### src/rtl/uart_tx_fifo.sv
// uart_tx_fifo: UART transmitter with an integrated transmit FIFO.
// Frames are 1 start bit, 5..MAX_DATA_W data bits (LSB first), optional
// parity and 1 or 2 stop bits. The format is latched when a frame starts.
// Supports break generation followed by one mark-after-break bit period.
module uart_tx_fifo #(
    parameter  int MAX_DATA_W = 9,
    parameter  int FIFO_DEPTH = 16,
    localparam int LVL_W      = $clog2(FIFO_DEPTH) + 1
) (
    input  logic                  clk_i,
    input  logic                  rst_i,
    input  logic                  clk_en_i,
    input  logic                  en_i,
    input  logic [3:0]            data_size_i,
    input  logic                  parity_en_i,
    input  logic [1:0]            parity_type_i,
    input  logic [1:0]            stop_size_i,
    input  logic                  break_i,
    input  logic                  flush_i,
    input  logic [MAX_DATA_W-1:0] wdata_i,
    input  logic                  wvalid_i,
    output logic                  wready_o,
    output logic [LVL_W-1:0]      fifo_level_o,
    output logic                  tx_o,
    output logic                  busy_o,
    output logic                  frame_done_o
);

    localparam int PTR_W = $clog2(FIFO_DEPTH);
    // Bits following the start bit: data + parity + two stops at most.
    localparam int SH_W  = MAX_DATA_W + 3;

    typedef enum logic [1:0] {
        S_IDLE,
        S_SHIFT,
        S_BREAK,
        S_MAB
    } state_t;

    logic [MAX_DATA_W-1:0] mem [FIFO_DEPTH];
    logic [PTR_W-1:0]      wr_ptr, rd_ptr;
    logic [LVL_W-1:0]      level;
    logic                  push, pop;

    state_t                state_q, state_d;
    logic [SH_W-1:0]       shreg_q, shreg_d;
    logic [3:0]            cnt_q, cnt_d;
    logic                  tx_q, tx_d;
    logic                  frame_done;

    logic [MAX_DATA_W-1:0] head;
    logic [3:0]            dsize;
    logic [SH_W-1:0]       payload;
    logic [3:0]            frame_len;
    logic                  par_acc, par_bit;
    logic                  start_ok;

    assign wready_o     = (level != LVL_W'(FIFO_DEPTH));
    assign push         = wvalid_i && wready_o;
    assign fifo_level_o = level;
    assign head         = mem[rd_ptr];
    assign tx_o         = tx_q;
    assign busy_o       = (state_q != S_IDLE);
    assign frame_done_o = frame_done;
    // A flush in the same cycle would discard the pop, so no frame may start then.
    assign start_ok     = en_i && (level != '0) && !flush_i;

    // FIFO storage write; contents need no reset since level gates every read.
    always_ff @(posedge clk_i) begin
        if (push && !rst_i && !flush_i) begin
            mem[wr_ptr] <= wdata_i;
        end
    end

    // FIFO pointers and occupancy; push/flush act on every edge, pop only on ticks.
    always_ff @(posedge clk_i) begin
        if (rst_i || flush_i) begin
            wr_ptr <= '0;
            rd_ptr <= '0;
            level  <= '0;
        end else begin
            if (push) wr_ptr <= wr_ptr + PTR_W'(1);
            if (pop)  rd_ptr <= rd_ptr + PTR_W'(1);
            case ({push, pop})
                2'b10:   level <= level + LVL_W'(1);
                2'b01:   level <= level - LVL_W'(1);
                default: level <= level;
            endcase
        end
    end

    // Build the post-start-bit payload (data, parity, stop ones) for the head word.
    always_comb begin
        if (data_size_i < 4'd5)                   dsize = 4'd5;
        else if (data_size_i > 4'(MAX_DATA_W))    dsize = 4'(MAX_DATA_W);
        else                                      dsize = data_size_i;
        payload = '1;
        par_acc = 1'b0;
        for (int unsigned i = 0; i < MAX_DATA_W; i++) begin
            if (i < 32'(dsize)) begin
                payload[i] = head[i];
                par_acc    = par_acc ^ head[i];
            end
        end
        case (parity_type_i)
            2'd0:    par_bit = par_acc;
            2'd1:    par_bit = ~par_acc;
            2'd2:    par_bit = 1'b1;
            default: par_bit = 1'b0;
        endcase
        if (parity_en_i) payload[dsize] = par_bit;
        frame_len = dsize + {3'b000, parity_en_i} + ((stop_size_i >= 2'd2) ? 4'd2 : 4'd1);
    end

    // State, shift register, bit counter and line register.
    always_ff @(posedge clk_i) begin
        if (rst_i) begin
            state_q <= S_IDLE;
            shreg_q <= '1;
            cnt_q   <= '0;
            tx_q    <= 1'b1;
        end else begin
            state_q <= state_d;
            shreg_q <= shreg_d;
            cnt_q   <= cnt_d;
            tx_q    <= tx_d;
        end
    end

    // Next-state and datapath: cnt_q counts bits still to be placed on the line;
    // the tick seen with cnt_q == 0 ends the last stop bit.
    always_comb begin
        state_d    = state_q;
        shreg_d    = shreg_q;
        cnt_d      = cnt_q;
        tx_d       = tx_q;
        pop        = 1'b0;
        frame_done = 1'b0;
        if (clk_en_i) begin
            case (state_q)
                S_IDLE: begin
                    tx_d = 1'b1;
                    if (break_i) begin
                        state_d = S_BREAK;
                        tx_d    = 1'b0;
                    end else if (start_ok) begin
                        pop     = 1'b1;
                        state_d = S_SHIFT;
                        tx_d    = 1'b0;
                        shreg_d = payload;
                        cnt_d   = frame_len;
                    end
                end
                S_SHIFT: begin
                    if (cnt_q == '0) begin
                        frame_done = 1'b1;
                        if (break_i) begin
                            state_d = S_BREAK;
                            tx_d    = 1'b0;
                        end else if (start_ok) begin
                            pop     = 1'b1;
                            tx_d    = 1'b0;
                            shreg_d = payload;
                            cnt_d   = frame_len;
                        end else begin
                            state_d = S_IDLE;
                            tx_d    = 1'b1;
                        end
                    end else begin
                        tx_d    = shreg_q[0];
                        shreg_d = {1'b1, shreg_q[SH_W-1:1]};
                        cnt_d   = cnt_q - 4'd1;
                    end
                end
                S_BREAK: begin
                    tx_d = 1'b0;
                    if (!break_i) begin
                        state_d = S_MAB;
                        tx_d    = 1'b1;
                    end
                end
                default: begin
                    tx_d    = 1'b1;
                    state_d = S_IDLE;
                end
            endcase
        end
    end

endmodule

### config.mk
export PLATFORM = sky130hd
export DESIGN_NAME = uart_tx_fifo
export DESIGN_NICKNAME = d
export VERILOG_FILES = /design/src/rtl/uart_tx_fifo.sv
export SDC_FILE = /design/constraint.sdc
export NUM_CORES = 1
export LEC_CHECK = 0
export BUFFER_PORTS_ARGS = -buffer_cell sky130_fd_sc_hd__clkbuf_2
export CAP_MARGIN = 25
export CORE_MARGIN = 2
export CORE_UTILIZATION = 50
export CTS_BUF_LIST = sky130_fd_sc_hd__clkbuf_4 sky130_fd_sc_hd__clkbuf_8
export DETAILED_ROUTE_END_ITERATION = 10
export PLACE_DENSITY = 0.67
export SYNTH_ARGS = -nofsm -noshare
export SYNTH_HDL_FRONTEND = slang
export SYNTH_SLANG_ARGS = --single-unit
### constraint.sdc
create_clock -name clk_i -period 3.48 [get_ports clk_i]
set_input_delay 0.348 -clock clk_i [delete_from_list [all_inputs] [get_ports clk_i]]
set_output_delay 0.348 -clock clk_i [all_outputs]
set_load 0.005 [all_outputs]
==> flow_metrics.tcl <==
set metrics [dict create \
    area_delta_synth_final_pct 11.6 \
    utilization 0.568 \
    final_layout_size_suffix_gt1_frac 0.219 \
    clock_latency_ns 0.46 \
    hold_depth 3 \
    synthArstFlopShare 0 \
    final_area_mm2 0.00860 \
    fp.dieH_um 128 \
    cp_cell_sequence "buf_12 -> buf_4 -> mux4_1 -> a22oi_1 -> nand2_1 -> xnor3_1 -> xnor2_1 -> mux2_4 -> mux2i_4 -> a41oi_2" \
    h-tree-depth 4 \
    row_count 45 \
    setup.worst_path.start_class "flop" \
    cts_tree "built" \
    crit_fanout 24 \
    place.gp.congestion 0.807 \
    ys_seq_area_frac 0.654 \
    power_mw 3.98 \
    place_ws_ns 0.318 \
    route.detailed.drc 0 \
    synthXorXnorAreaFrac 0.0234 \
    nNetsFinal 592 \
    num_antenna_cells 0 \
    drv_cap 0 \
    slew_viol_final 0 \
    synth_cell_type_count 53 \
    hold_violations 0 \
    synth_mux_area_frac 0.128 \
    critical_path_depth 10 \
    endpoint_kind "flop" \
    reg2reg_depth 10 \
    die_area_mm2 0.0164 \
    die_x_um 128 \
    viasPerCell 5.86 \
    core_mm2 0.0151 \
    path_buf_inv 2 \
    synthAdderAreaFrac 0.0256 \
    via_count 4421 \
    ioPinCount 34 \
    final-seq-area_mm2 0.00505 \
    ys_seq_elements 180 \
    dp_hpwl_um 9850 \
    track_usage 0.197 \
    cts_inserted_buffers 17 \
    cp_slowest_cell "mux4_1" \
    cts_num_sinks 180 \
    port_buffers 32 \
    syn_inst 499 \
    synth_area_mm2 0.00771 \
    setup_ws_ns 0.335 \
    ir_worst_vdd_mv 0.258 \
    status "finished clean" \
    grt_max_degree 37 \
    cts.clk_slew.worst_paths_ns 0.09 \
    multi_input_area_mm2 0.00247 \
    nFillCells 1151 \
    setup_violations 0 \
    syn_area_per_cell_um2 15.5 \
    finalWorstPathRequiredPeriod_ns 3.15 \
    required_ns 3.81 \
    postCtsResizedCells 0 \
    cts_hold_repair.buffers 0 \
    finalCritPeriodShare 0.904 \
    cp.arrival_ns 3.47 \
    first_pass_iters 5 \
    slew-limit-headroom 0.582 \
    worstMarginPinSlew_ns 0.626 \
    root_buffer "clkbuf_8" \
    initial_core_util 0.509 \
    synth-edff-count 144 \
    grt_pass1_vias 4449 \
    critical_path_class "flop to flop" \
    synth_top_family_by_area "multiplexers" \
    clk_path_buf_depth 2 \
    rsz0062_at_grt "no" \
    yosys_warnings 0 \
    grt-ovfl-total 0 \
    cpLargestDelayFamily "multiplexers" \
    antenna_found_initial 0 \
    wl_um 15000 \
    grt_first_pass_wirelength_um 23900 \
    hold_class "input pin to flop" \
    synth-simple-area-share 0.0742 \
    ant_nets 0 \
    setup_tns_ns 0 \
    synth_compound_area_frac 0.0698 \
    wire_per_inst_um 19.9 \
    slowest_delay_ns 0.58 \
    p_leak_nw 2.88 \
    clock-skew-final_ns 0.0119 \
    placed_area_mm2 0.00819 \
    synth_nets 538 \
    synth-main-ff-cell "edfxtp_1" \
    first_iter_violations 258 \
    max_freq_mhz 318 \
    hold_start "break_i" \
    power_density_mw_per_mm2 462 \
    cts_post_setup_buffers_inserted 0 \
]
-- registers in the layout (all words and copies together), names as in the netlist, named ones only --
name          count
rd_ptr            4
shreg_q          12
wr_ptr            4
state_q           2
mem             144
cnt_q             4
tx_o              1
fifo_level_o      5
-- per-stage QoR --
step | cells | hold slack [ns]
6_report | 754 | 0.188
5_1_grt | 754 | 0.177
4_1_cts | 754 | 0.166
3_5_place_dp | 722 | 0.447
3_3_place_gp | 722 | 0.427
2_1_floorplan | 499 | 0.416
-- report_power, final --
part / total (mW) / internal, mW / switching (mW)
Clock: 1.48 / 0.727 / 0.750
Sequential: 2.34 / 2.33 / 0.00957
Combinational: 0.162 / 0.0628 / 0.0988
-- metal layers --
layer  vias up  global-route usage  share of wire
met5         -                   0              0
met4         0              0.0692          0.015
met3        22              0.0417          0.040
met2       121               0.332           0.50
met1      2238               0.256           0.44
li1       2040                   -              -
-- cell usage in the layout (no fill, tap or decap), types with 3 or more instances in the layout --
master	n
xnor2_1	9
nor2b_1	6
clkbuf_2	32
mux4_1	14
o21ai_0	17
buf_4	25
nand2b_1	8
nand2_1	22
a21oi_1	27
inv_1	12
nor3_1	8
mux2i_1	4
mux4_2	24
edfxtp_1	144
or2_2	3
nor2_1	55
nand4_1	4
clkinvlp_4	3
or3_1	4
fa_1	3
nand3_1	3
dfxtp_1	35
ha_1	11
xor2_1	9
clkbuf_8	17
a32oi_1	3
bufinv_16	3
a22oi_1	18
-- cell usage after synthesis (8+ instances only) --
cell	n	area, um^2
ha_1	11	138
xnor2_1	9	78.8
mux4_1	14	368
nand2_1	22	82.6
mux4_2	24	541
edfxtp_1	144	4320
nor2_1	55	206
inv_1	12	45.0
clkbuf_1	14	52.6
dfxtp_1	36	721
nand2b_1	8	50.1
xor2_1	9	78.8
nor3_1	8	40.0
o21ai_0	17	85.1
a22oi_1	18	135
a21oi_1	27	135
-- layout make-up --
type,instances,area share
flip-flops and latches,180,0.586
multi-input cells,283,0.287
repair buffers,59,0.0451
clock buffers,18,0.0281
well taps,188,0.0273
clock inverters,14,0.0204
inverters,12,0.00523
-- worst paths after layout --
| check | slack [ns] | to |
|---|---|---|
| setup / recovery | 0.33 | shreg_q[7] |
| hold / removal | 0.19 | state_q[1] |
| setup reg to reg | 0.33 | shreg_q[7] |
| hold reg to reg | 0.47 | shreg_q[11] |
-- logic make-up after synthesis --
kind of cell / Yosys count
fa+ha+maj: 14
simple gates: 123
compound gates: 83
buf+inv: 36
xor+xnor: 19
mux: 44
flops: 180
-- worst register-to-register path: cells and delay by family, from the launching register on --
family / cells / cell delay (ns)
compound gates: 2 / 0.30
xor+xnor: 2 / 0.61
buf+inv: 2 / 0.47
flops: 1 / 0.35
mux: 3 / 1.20
simple gates: 1 / 0.10
No activity file was read; power rests on OpenSTA's default activity.
